File: src/rtl/fsm_snoop_rsp_ctrl_pkg.sv
// Shared cache definitions for the snoop-response controller slice.
// Provides the MESI line-state encoding, the bus request/response encodings,
// the snoop FSM state type and the decoded-action record that the decision
// logic hands back to the controller.
package fsm_snoop_rsp_ctrl_pkg;

    typedef enum logic [2:0] {
        INVALID   = 3'd0,
        SHARED    = 3'd1,
        EXCLUSIVE = 3'd2,
        MODIFIED  = 3'd3
    } mesi_e;

    typedef enum logic [1:0] {
        BUS_NO_REQ         = 2'd0,
        BUS_READ_REQ       = 2'd1,
        BUS_RWITM_REQ      = 2'd2,
        BUS_INVALIDATE_REQ = 2'd3
    } bus_req_e;

    typedef enum logic [1:0] {
        BUS_NO_RSP          = 2'd0,
        BUS_SNOOP_FOUND_RSP = 2'd1
    } bus_rsp_e;

    typedef enum logic [2:0] {
        IDLE    = 3'd0,
        LOOKUP  = 3'd1,
        WAIT_LK = 3'd2,
        FLUSH   = 3'd3,
        UPDATE  = 3'd4,
        RESP    = 3'd5
    } snoop_fsm_e;

    // Action chosen for one snooped request against the looked-up line.
    typedef struct packed {
        logic     flush;      // write the dirty line back first
        logic     upd;        // state array must be rewritten
        mesi_e    new_state;  // value for that rewrite
        bus_rsp_e rsp;        // response returned to the arbiter
        logic     proto_err;  // invalidate seen against an owned line
    } snoop_act_t;

endpackage

File: src/rtl/fsm_snoop_rsp_ctrl_if.sv
// Shared-bus side of the snoop responder: the snooped request handshake and
// the snoop response handshake.
//   bus_req_vld/bus_req/bus_req_addr/bus_req_rdy : incoming snooped request
//   snoop_rsp_vld/snoop_rsp/snoop_rsp_rdy         : response to the arbiter
// master = bus/arbiter side, slave = snoop controller.
interface fsm_snoop_rsp_ctrl_if #(
    parameter int ADDR_W = 32
);
    logic              bus_req_vld;
    logic [1:0]        bus_req;
    logic [ADDR_W-1:0] bus_req_addr;
    logic              bus_req_rdy;
    logic              snoop_rsp_vld;
    logic [1:0]        snoop_rsp;
    logic              snoop_rsp_rdy;

    modport master (
        output bus_req_vld, bus_req, bus_req_addr, snoop_rsp_rdy,
        input  bus_req_rdy, snoop_rsp_vld, snoop_rsp
    );

    modport slave (
        input  bus_req_vld, bus_req, bus_req_addr, snoop_rsp_rdy,
        output bus_req_rdy, snoop_rsp_vld, snoop_rsp
    );
endinterface

File: src/rtl/fsm_snoop_rsp_ctrl_snoop_mesi_decode.sv
// snoop_mesi_decode: purely combinational MESI decision table.
//   req        : captured bus request
//   hit        : tag match from the lookup (a miss is handled as INVALID)
//   line_state : MESI state of the hit line, ignored on a miss
//   act        : flush / update / new state / response / protocol-error flags
module snoop_mesi_decode
    import fsm_snoop_rsp_ctrl_pkg::*;
(
    input  bus_req_e   req,
    input  logic       hit,
    input  mesi_e      line_state,
    output snoop_act_t act
);

    mesi_e eff_state;

    always_comb begin
        eff_state     = hit ? line_state : INVALID;
        act.flush     = 1'b0;
        act.upd       = 1'b0;
        act.new_state = INVALID;
        act.rsp       = BUS_NO_RSP;
        act.proto_err = 1'b0;

        case (req)
            BUS_READ_REQ: begin
                case (eff_state)
                    MODIFIED: begin
                        act.flush     = 1'b1;
                        act.upd       = 1'b1;
                        act.new_state = SHARED;
                        act.rsp       = BUS_SNOOP_FOUND_RSP;
                    end
                    EXCLUSIVE, SHARED: begin
                        act.upd       = 1'b1;
                        act.new_state = SHARED;
                        act.rsp       = BUS_SNOOP_FOUND_RSP;
                    end
                    default: ;
                endcase
            end
            BUS_RWITM_REQ: begin
                case (eff_state)
                    MODIFIED: begin
                        act.flush     = 1'b1;
                        act.upd       = 1'b1;
                        act.new_state = INVALID;
                        act.rsp       = BUS_SNOOP_FOUND_RSP;
                    end
                    EXCLUSIVE, SHARED: begin
                        act.upd       = 1'b1;
                        act.new_state = INVALID;
                        act.rsp       = BUS_SNOOP_FOUND_RSP;
                    end
                    default: ;
                endcase
            end
            BUS_INVALIDATE_REQ: begin
                case (eff_state)
                    SHARED: begin
                        act.upd       = 1'b1;
                        act.new_state = INVALID;
                        act.rsp       = BUS_SNOOP_FOUND_RSP;
                    end
                    // An invalidate implies the requester holds a shared copy,
                    // so an owned line here is a coherence violation; the line
                    // is still dropped so the system converges.
                    MODIFIED, EXCLUSIVE: begin
                        act.upd       = 1'b1;
                        act.new_state = INVALID;
                        act.rsp       = BUS_SNOOP_FOUND_RSP;
                        act.proto_err = 1'b1;
                    end
                    default: ;
                endcase
            end
            default: ;
        endcase
    end

endmodule

File: src/rtl/fsm_snoop_rsp_ctrl.sv
// fsm_snoop_rsp_ctrl: snoop-side MESI responder. Accepts one snooped bus
// request at a time, looks up the local line, flushes a MODIFIED line when
// the request needs the data, rewrites the line state and answers the arbiter.
//   clk, rst_n               : clock, asynchronous active-low reset
//   bus (slave)              : snooped request in, snoop response out
//   lkup_vld/lkup_addr       : tag lookup strobe and held lookup address
//   lkup_hit/lkup_state      : lookup result, valid LKUP_LAT cycles later
//   flush_vld/flush_rdy      : dirty-line write-back handshake
//   upd_vld/upd_state        : one-cycle state-array write at lkup_addr
//   err_proto/err_flush_tmo  : sticky error flags
// All outputs come straight from flops.
module fsm_snoop_rsp_ctrl
    import fsm_snoop_rsp_ctrl_pkg::*;
#(
    parameter int ADDR_W    = 32,
    parameter int LKUP_LAT  = 1,
    parameter int FLUSH_TMO = 255
) (
    input  logic              clk,
    input  logic              rst_n,
    fsm_snoop_rsp_ctrl_if.slave bus,
    output logic              lkup_vld,
    output logic [ADDR_W-1:0] lkup_addr,
    input  logic              lkup_hit,
    input  logic [2:0]        lkup_state,
    output logic              flush_vld,
    input  logic              flush_rdy,
    output logic              upd_vld,
    output logic [2:0]        upd_state,
    output logic              err_proto,
    output logic              err_flush_tmo
);

    localparam logic [2:0] LAT_LOAD  = 3'(LKUP_LAT);
    localparam logic [7:0] TMO_LIMIT = 8'(FLUSH_TMO);

    snoop_fsm_e        state_q, state_d;
    bus_req_e          req_q, req_d;
    logic [ADDR_W-1:0] addr_d;
    logic [2:0]        lat_q, lat_d;
    logic [7:0]        tmo_q, tmo_d;
    mesi_e             new_state_q, new_state_d;
    bus_rsp_e          rsp_code_q, rsp_code_d;
    logic              err_proto_d, err_tmo_d;

    logic              rdy_d, lkup_vld_d, flush_vld_d, upd_vld_d, rsp_vld_d;
    mesi_e             upd_state_d;
    bus_rsp_e          rsp_d;

    snoop_act_t        act;

    snoop_mesi_decode u_decode (
        .req        (req_q),
        .hit        (lkup_hit),
        .line_state (mesi_e'(lkup_state)),
        .act        (act)
    );

    always_comb begin
        state_d     = state_q;
        req_d       = req_q;
        addr_d      = lkup_addr;
        lat_d       = lat_q;
        tmo_d       = tmo_q;
        new_state_d = new_state_q;
        rsp_code_d  = rsp_code_q;
        err_proto_d = err_proto;
        err_tmo_d   = err_flush_tmo;

        case (state_q)
            IDLE: begin
                // A valid BUS_NO_REQ is consumed here and simply dropped.
                if (bus.bus_req_vld && (bus_req_e'(bus.bus_req) != BUS_NO_REQ)) begin
                    req_d   = bus_req_e'(bus.bus_req);
                    addr_d  = bus.bus_req_addr;
                    state_d = LOOKUP;
                end
            end
            LOOKUP: begin
                lat_d   = LAT_LOAD;
                state_d = WAIT_LK;
            end
            WAIT_LK: begin
                lat_d = lat_q - 3'd1;
                if (lat_d == '0) begin
                    new_state_d = act.new_state;
                    rsp_code_d  = act.rsp;
                    err_proto_d = err_proto | act.proto_err;
                    tmo_d       = '0;
                    if (act.flush)
                        state_d = FLUSH;
                    else if (act.upd)
                        state_d = UPDATE;
                    else
                        state_d = RESP;
                end
            end
            FLUSH: begin
                if (flush_rdy) begin
                    state_d = UPDATE;
                end else if (tmo_q != TMO_LIMIT) begin
                    // Counter saturates at the limit; the flag only reports,
                    // the write-back is never abandoned.
                    tmo_d = tmo_q + 8'd1;
                    if (tmo_d == TMO_LIMIT)
                        err_tmo_d = 1'b1;
                end
            end
            UPDATE: begin
                state_d = RESP;
            end
            RESP: begin
                if (bus.snoop_rsp_rdy)
                    state_d = IDLE;
            end
            default: begin
                state_d = IDLE;
            end
        endcase

        // Outputs are decoded from the next state so that they can be
        // registered without adding a cycle of latency.
        rdy_d       = (state_d == IDLE);
        lkup_vld_d  = (state_d == LOOKUP);
        flush_vld_d = (state_d == FLUSH);
        upd_vld_d   = (state_d == UPDATE);
        upd_state_d = (state_d == UPDATE) ? new_state_d : INVALID;
        rsp_vld_d   = (state_d == RESP);
        rsp_d       = (state_d == RESP) ? rsp_code_d : BUS_NO_RSP;
    end

    always_ff @(posedge clk or negedge rst_n) begin
        if (!rst_n) begin
            state_q           <= IDLE;
            req_q             <= BUS_NO_REQ;
            lkup_addr         <= '0;
            lat_q             <= '0;
            tmo_q             <= '0;
            new_state_q       <= INVALID;
            rsp_code_q        <= BUS_NO_RSP;
            err_proto         <= 1'b0;
            err_flush_tmo     <= 1'b0;
            bus.bus_req_rdy   <= 1'b1;
            lkup_vld          <= 1'b0;
            flush_vld         <= 1'b0;
            upd_vld           <= 1'b0;
            upd_state         <= '0;
            bus.snoop_rsp_vld <= 1'b0;
            bus.snoop_rsp     <= '0;
        end else begin
            state_q           <= state_d;
            req_q             <= req_d;
            lkup_addr         <= addr_d;
            lat_q             <= lat_d;
            tmo_q             <= tmo_d;
            new_state_q       <= new_state_d;
            rsp_code_q        <= rsp_code_d;
            err_proto         <= err_proto_d;
            err_flush_tmo     <= err_tmo_d;
            bus.bus_req_rdy   <= rdy_d;
            lkup_vld          <= lkup_vld_d;
            flush_vld         <= flush_vld_d;
            upd_vld           <= upd_vld_d;
            upd_state         <= upd_state_d;
            bus.snoop_rsp_vld <= rsp_vld_d;
            bus.snoop_rsp     <= rsp_d;
        end
    end

endmodule

File: src/flat_wrapper.sv
// flat-port wrapper written by rule: the top's interface ports become plain ports
module fsm_snoop_rsp_ctrl_flat import fsm_snoop_rsp_ctrl_pkg::*;
#(
    parameter int ADDR_W    = 32,
    parameter int LKUP_LAT  = 1,
    parameter int FLUSH_TMO = 255
)
  (clk, rst_n, lkup_vld, lkup_addr, lkup_hit, lkup_state, flush_vld, flush_rdy, upd_vld, upd_state, err_proto, err_flush_tmo, bus_bus_req_vld, bus_bus_req, bus_bus_req_addr, bus_snoop_rsp_rdy, bus_bus_req_rdy, bus_snoop_rsp_vld, bus_snoop_rsp);
  fsm_snoop_rsp_ctrl_if #(.ADDR_W(ADDR_W)) bus_i ();
  input  logic clk;
  input  logic rst_n;
  output logic lkup_vld;
  output logic [ADDR_W-1:0] lkup_addr;
  input  logic lkup_hit;
  input  logic [2:0] lkup_state;
  output logic flush_vld;
  input  logic flush_rdy;
  output logic upd_vld;
  output logic [2:0] upd_state;
  output logic err_proto;
  output logic err_flush_tmo;
  input wire logic [$bits(bus_i.bus_req_vld)-1:0] bus_bus_req_vld;
  input wire logic [$bits(bus_i.bus_req)-1:0] bus_bus_req;
  input wire logic [$bits(bus_i.bus_req_addr)-1:0] bus_bus_req_addr;
  input wire logic [$bits(bus_i.snoop_rsp_rdy)-1:0] bus_snoop_rsp_rdy;
  output wire logic [$bits(bus_i.bus_req_rdy)-1:0] bus_bus_req_rdy;
  output wire logic [$bits(bus_i.snoop_rsp_vld)-1:0] bus_snoop_rsp_vld;
  output wire logic [$bits(bus_i.snoop_rsp)-1:0] bus_snoop_rsp;
  assign bus_i.bus_req_vld = bus_bus_req_vld;
  assign bus_i.bus_req = bus_bus_req;
  assign bus_i.bus_req_addr = bus_bus_req_addr;
  assign bus_i.snoop_rsp_rdy = bus_snoop_rsp_rdy;
  assign bus_bus_req_rdy = bus_i.bus_req_rdy;
  assign bus_snoop_rsp_vld = bus_i.snoop_rsp_vld;
  assign bus_snoop_rsp = bus_i.snoop_rsp;
  fsm_snoop_rsp_ctrl #(.ADDR_W(ADDR_W), .LKUP_LAT(LKUP_LAT), .FLUSH_TMO(FLUSH_TMO)) u_core (.clk(clk), .rst_n(rst_n), .bus(bus_i), .lkup_vld(lkup_vld), .lkup_addr(lkup_addr), .lkup_hit(lkup_hit), .lkup_state(lkup_state), .flush_vld(flush_vld), .flush_rdy(flush_rdy), .upd_vld(upd_vld), .upd_state(upd_state), .err_proto(err_proto), .err_flush_tmo(err_flush_tmo));
endmodule
File: config.mk
export PLATFORM = sky130hd
export DESIGN_NAME = fsm_snoop_rsp_ctrl_flat
export DESIGN_NICKNAME = d
export VERILOG_FILES = /design/src/rtl/fsm_snoop_rsp_ctrl_pkg.sv /design/src/rtl/fsm_snoop_rsp_ctrl_if.sv /design/src/rtl/fsm_snoop_rsp_ctrl_snoop_mesi_decode.sv /design/src/rtl/fsm_snoop_rsp_ctrl.sv /design/src/flat_wrapper.sv
export SDC_FILE = /design/constraint.sdc
export NUM_CORES = 1
export LEC_CHECK = 0
export CAP_MARGIN = 20
export CORE_MARGIN = 2
export CORE_UTILIZATION = 55
export DETAILED_ROUTE_END_ITERATION = 10
export DONT_BUFFER_PORTS = 1
export PLACE_DENSITY = 0.68
export SLEW_MARGIN = 10
export SYNTH_ARGS = -nofsm -noshare
export SYNTH_HDL_FRONTEND = slang
export SYNTH_SLANG_ARGS = --single-unit
File: constraint.sdc
create_clock -name clk -period 3.8 [get_ports clk]
set_clock_uncertainty 0.05 [all_clocks]
set_input_delay 0.76 -clock clk [delete_from_list [all_inputs] [get_ports clk]]
set_output_delay 0.76 -clock clk [all_outputs]
set_load 0.005 [all_outputs]
* Yosys cells after proc, flatten, opt, wreduce, memory -nomap -nowiden
Index checks and enable logic that the tools add are counted.
** Word-level totals
- Register bits :: 65
- Logic and storage cells :: 81
- Bits of input ports :: 43
- Output and inout bits :: 44
** Operators by class
- Equal/unequal tests :: 20
- Bitwise logic cells :: 2
- Muxes and demuxes :: 26
- Reduce and logical (&&, ||, !) cells :: 15
- Add/sub/neg operators :: 2
** Operator list (number)
- 3-bit 2-to-1 mux :: 9
- 8-bit 2-to-1 mux :: 3
- 3-bit case mux with 6 select lines :: 1
- 8-bit case mux with 2 select lines :: 1
- 3-bit by 2-bit == test with 1-bit output, second input constant :: 5
- 3-bit == test, second input constant :: 4
- 6-bit 2-to-1 mux :: 2
- 6-bit case mux with 2 select lines :: 1
- 3-bit by 1-bit == test with 1-bit output, second input constant :: 3
- 3-bit logical NOT :: 3
- 8-bit by 1-bit adder with 8-bit output, second input constant :: 1
- 8-bit == test, second input constant :: 1
- 8-bit inequality test, second input constant :: 1
- 4-bit AND reduction :: 2
- 2-bit 2-to-1 mux :: 3
- 3-bit case mux with 2 select lines :: 1
- 2-bit nonzero test :: 3
- 2-bit OR reduction :: 3
- 1-bit 2-to-1 mux :: 5
- 2-bit == test, second input constant :: 2
- 2-bit by 1-bit inequality test with 1-bit output, second input constant :: 2
- 2-bit AND reduction :: 2
- 3-bit OR reduction :: 1
- 3-bit by 1-bit subtractor with 3-bit output, second input constant :: 1
- 5 further kinds :: 5

* Logic depth before layout (Yosys ltp)
- Depth after elaboration :: 11
- Depth in mapped cells :: 7
- Depth with buffers taken out :: 6

* By module
Synthesis repeated with hierarchy kept, for this count alone.
** Unflattened totals
- Cell total of the unflattened synthesis :: 244
- Area, all modules :: 3022.9 µm²
** By module, submodules not included
- fsm_snoop_rsp_ctrl :: sequential area each 1627.8 µm², area each 2859.0 µm², instances 1, cells an instance 225
- snoop_mesi_decode :: sequential area each 0.0 µm², area each 163.9 µm², instances 1, cells an instance 19

* Worst setup path after synthesis
Ideal clock, no wire load.
- Path kind :: input to register
- Start point :: input bus_bus_req_vld
- End point :: register u_core.state_q[0]
- Required time :: 3.619 ns
- Stages :: 5
- Arrival :: 1.771 ns
- Library setup time :: 0.131 ns
- Path buffers :: 1
- Setup slack :: 1.848 ns
- Cells stage by stage :: nor4b_4 > o21a_1 > buf_6 > or2_2 > or3_1
** Between the ends
- Cells in the longest elaborated chain, start to end :: 3
** Ends and longest elaborated chain
- start: declaration :: RTL line flat_wrapper.sv:22 : input wire logic [$bits(bus_i.bus_req_vld)-1:0] bus_bus_req_vld;
- 1-bit logical AND :: RTL line fsm_snoop_rsp_ctrl.sv:73 : if (bus.bus_req_vld && (bus_req_e'(bus.bus_req) != BUS_NO_REQ)) begin
- 3-bit 2-to-1 mux :: RTL line fsm_snoop_rsp_ctrl.sv:73
- 3-bit case mux with 6 select lines :: RTL line fsm_snoop_rsp_ctrl.sv:70 : case (state_q)
- via u_core.state_d[0] :: RTL line fsm_snoop_rsp_ctrl.sv:37 : snoop_fsm_e state_q, state_d;
- end signal: assignment :: RTL line fsm_snoop_rsp_ctrl.sv:151 : state_q <= state_d;
- end: declaration :: RTL line fsm_snoop_rsp_ctrl.sv:37
The timed path passes the listed nets, and every way through them passes these cells.
A chain may end at the register's enable or synchronous reset.

* Worst setup path after layout
- Start point :: register u_core.state_q[0]
- End point :: register u_core.lkup_addr[29]
** Between the ends
- Cells in the longest elaborated chain, start to end :: 2
** Ends and longest elaborated chain
- 3-bit logical NOT :: RTL line fsm_snoop_rsp_ctrl.sv:70
- 2-bit AND reduction (no line)
- end signal: assignment :: RTL line fsm_snoop_rsp_ctrl.sv:153 : lkup_addr <= addr_d;
- end: declaration :: RTL line fsm_snoop_rsp_ctrl.sv:23 : output logic [ADDR_W-1:0] lkup_addr,
Every way passes these cells.

==> results.py <==
metrics = {
    "timing": {
        "timing.slew.headroom_pct": 27.87,
        "fin_tns_setup_ps": 0,
        "fmax_ghz": 0.4064,
        "rsz0062_at_grt": "no",
        "worst_slew_pin_slew_ps": 1082,
        "post-route-min-period_ps": 2460,
        "finalSetupViolCount": 0,
        "slew_viol_final": 0,
        "fin_crit_sh_pct": 64.75,
        "holdWs_ps": 66.64,
        "hold_viol": 0,
    },
    "route": {
        "ant_nets": 0,
        "drc": 0,
        "wl_per_cell_um": 17.60,
        "wl_um": 5369,
        "viasPerCell": 5.764,
        "vias": 1758,
        "first_iter_violations": 74,
        "drt_pass1_iterations": 4,
    },
    "synth": {
        "synth_common_cells": "dfrtp_1 (64), mux2_4 (30), a21oi_1 (9)",
        "synth.cell_area_mm2": 0.003119,
        "async_reset_ff_share_pct": 100.0,
        "avgSynthCellArea_um2": 13.62,
        "synth_top_area_cell": "dfrtp_1",
        "yosys-top-cells-area": "dfrtp_1 (51%), mux2_4 (14%), ha_1 (3.2%)",
        "ys.flop_type": "dfrtp_1",
        "ys_types": 56,
        "ys_seq_elements": 65,
        "yosysWarnings": 0,
        "synth_edf_count": 0,
        "synth.most_common_cell": "dfrtp_1",
        "yosysSeqAreaShare_pct": 52.19,
        "synth_cells": 229,
        "netlist.area_leader.share_pct": 51.34,
        "syn-num-nets": 280,
    },
    "global_routing": {
        "antenna_found_initial": 0,
        "grt_pass1_vias": 1736,
        "grt_max_degree": 66,
        "grt_pass1_wl_um": 8576,
        "overflow": 0,
        "grt_use_total_pct": 18.18,
    },
    "die": {
        "die_y_um": 79.31,
        "die_area_mm2": 0.006290,
        "ioPinCount": 87,
        "start_util_pct": 56.65,
        "die_w_um": 79.31,
        "fp-row-count": 27,
        "core_area_mm2": 0.005507,
    },
    "placed_design": {
        "place_inst": 289,
        "gp_congestion": 0.7656,
        "place_hpwl_um": 3634,
        "port_buffers": 0,
    },
    "critical_path": {
        "worstSetupPathType": "flop to flop",
        "crit_fanout": 34,
        "crit_start": "u_core.state_q[0]$_DFF_PN0_",
        "setup.worst_path.end_class": "flop",
        "cp_data_required_time_ps": 3960,
        "r2r_cells": 3,
        "r2r_end": "u_core.lkup_addr[29]$_DFFE_PN0P_",
        "r2r_setup_slack_ps": 1340,
        "cp_data_arrival_time_ps": 2620,
        "reg2reg_from": "u_core.state_q[0]$_DFF_PN0_",
        "worstSetupStartpointType": "flop",
    },
    "cts": {
        "cts_hold_buf": 0,
        "cts_setup_buffers": 0,
        "cts_tree": "yes",
        "clock_sinks": 65,
        "insertion_delay_ps": 330,
        "cts_resized": 0,
        "cts-root-buf": "clkbuf_8",
        "clockBufferDepth": 2,
        "cts-buffers-inserted": 9,
        "cts_htree_levels": 3,
        "path_clk_slew_ps": 70,
    },
    "pwr": {
        "power_density_mw_per_mm2": 769.5,
        "p_int_w": 0.001716,
        "p_switching_w": 0.0008006,
        "pwr-share-seq_pct": 47.7,
        "pwr-share-comb_pct": 30.1,
        "leakage_nw": 1.507,
        "power_w": 0.002517,
        "peakVddDrop_mv": 0.3998,
        "switching_share_pct": 31.81,
        "clock_power_share_pct": 22.3,
    },
    "outcome": {
        "status": "finished, final reports clean",
    },
    "layout": {
        "n_antenna_cell": 0,
        "final_cells": 305,
        "drive_gt1_share_pct": 28.33,
        "areaGrowthSynthToFinish_pct": 4.854,
        "fin_nets": 279,
        "fin_util_pct": 59.40,
    },
    "job": {
        "cap_violations": 0,
    },
    "worst_hold_path": {
        "hp-class": "primary input to async pin",
    },
}
cell families (layout without fill, tap and decap cells):
| family | after synthesis | in the layout | synth area share (%) |
|---|---|---|---|
| mux | 37 | 37 | 16.89 |
| buf+inv | 20 | 24 | 5.054 |
| simple gates | 54 | 54 | 11.47 |
| flops | 65 | 65 | 52.19 |
| xor+xnor | 5 | 5 | 1.404 |
| compound gates | 40 | 40 | 9.788 |
| fa+ha+maj | 8 | 8 | 3.209 |
metrics by stage:
stage	instance area [um2]	setup WS [ps]
2_1_floorplan	3119	1848
3_3_place_gp	3083	1254
3_5_place_dp	3083	1243
4_1_cts	3271	1308
5_1_grt	3271	1206
6_report	3271	1340
cells in the final DEF (no fill, tap or decap), drive strengths merged, types with 2 or more instances in the layout:
cell type,count
o22ai,2
a21o,2
clkinv,3
o2bb2ai,2
and2,6
a21oi,10
nor4,2
a211o,2
and4,2
a2bb2oi,2
o21ai,5
dfrtp,64
xor2,3
and3b,2
inv,8
ha,8
nor3b,3
nor3,4
a31oi,3
clkbuf,11
a31o,2
and3,7
nand3,7
mux2,35
xnor2,2
o21a,2
nand2,7
mux2i,2
nand2b,2
nor2,5
registers in the layout, indices dropped and copies added, names as in the netlist:
register	cells
u_core.lkup_addr	32
u_core.tmo_q	8
u_core.lat_q	3
u_core.new_state_q	3
u_core.state_q	3
u_core.upd_state	3
u_core.bus.snoop_rsp	2
u_core.req_q	2
u_core.rsp_code_q	2
u_core.bus.bus_req_rdy	1
u_core.bus.snoop_rsp_vld	1
u_core.err_flush_tmo	1
u_core.err_proto	1
u_core.flush_vld	1
u_core.lkup_vld	1
u_core.upd_vld	1
layout make-up:
type	count	area (um2)
well taps	72	90.09
clock inverters	5	56.30
inverters	8	30.03
fillers	435	2236
clock buffers	11	131.4
multi-input cells	144	1335
flip-flops and latches	65	1628
worst max-delay path by stage:
stage | endpoint | slack (ps)
2_1_floorplan | u_core.state_q[0]$_DFF_PN0_ | 1850
3_3_place_gp | u_core.lkup_addr[29]$_DFFE_PN0P_ | 1250
3_5_place_dp | u_core.lkup_addr[29]$_DFFE_PN0P_ | 1240
4_1_cts | u_core.lkup_addr[29]$_DFFE_PN0P_ | 1310
5_1_grt | u_core.lkup_addr[29]$_DFFE_PN0P_ | 1210
6_report | u_core.lkup_addr[29]$_DFFE_PN0P_ | 1340
layer usage:
layer / wire length [um] / GRT usage (%) / share of wire, %
met1: 2495 / 24.22 / 46
met4: 42 / 7.759 / 0.78
met5: 0 / 0 / 0
met2: 2412 / 26.10 / 45
met3: 419 / 7.500 / 7.8
worst max-delay path, stage by stage (launching register included):
cell and delay (ps):
dfrtp_1 530, nor4b_4 400, o21a_2 920, mux2_2 420
power by group through the flow:
stage,logic [W],clock network [W],registers (W)
2_1_floorplan,0.000752,0,0.00113
3_3_place_gp,0.000742,0,0.00121
3_5_place_dp,0.000752,0,0.00122
4_1_cts,0.000764,0.000574,0.00120
5_1_grt,0.000837,0.000613,0.00124
6_report,0.000757,0.000560,0.00120
(Power assumes the default switching activity.)
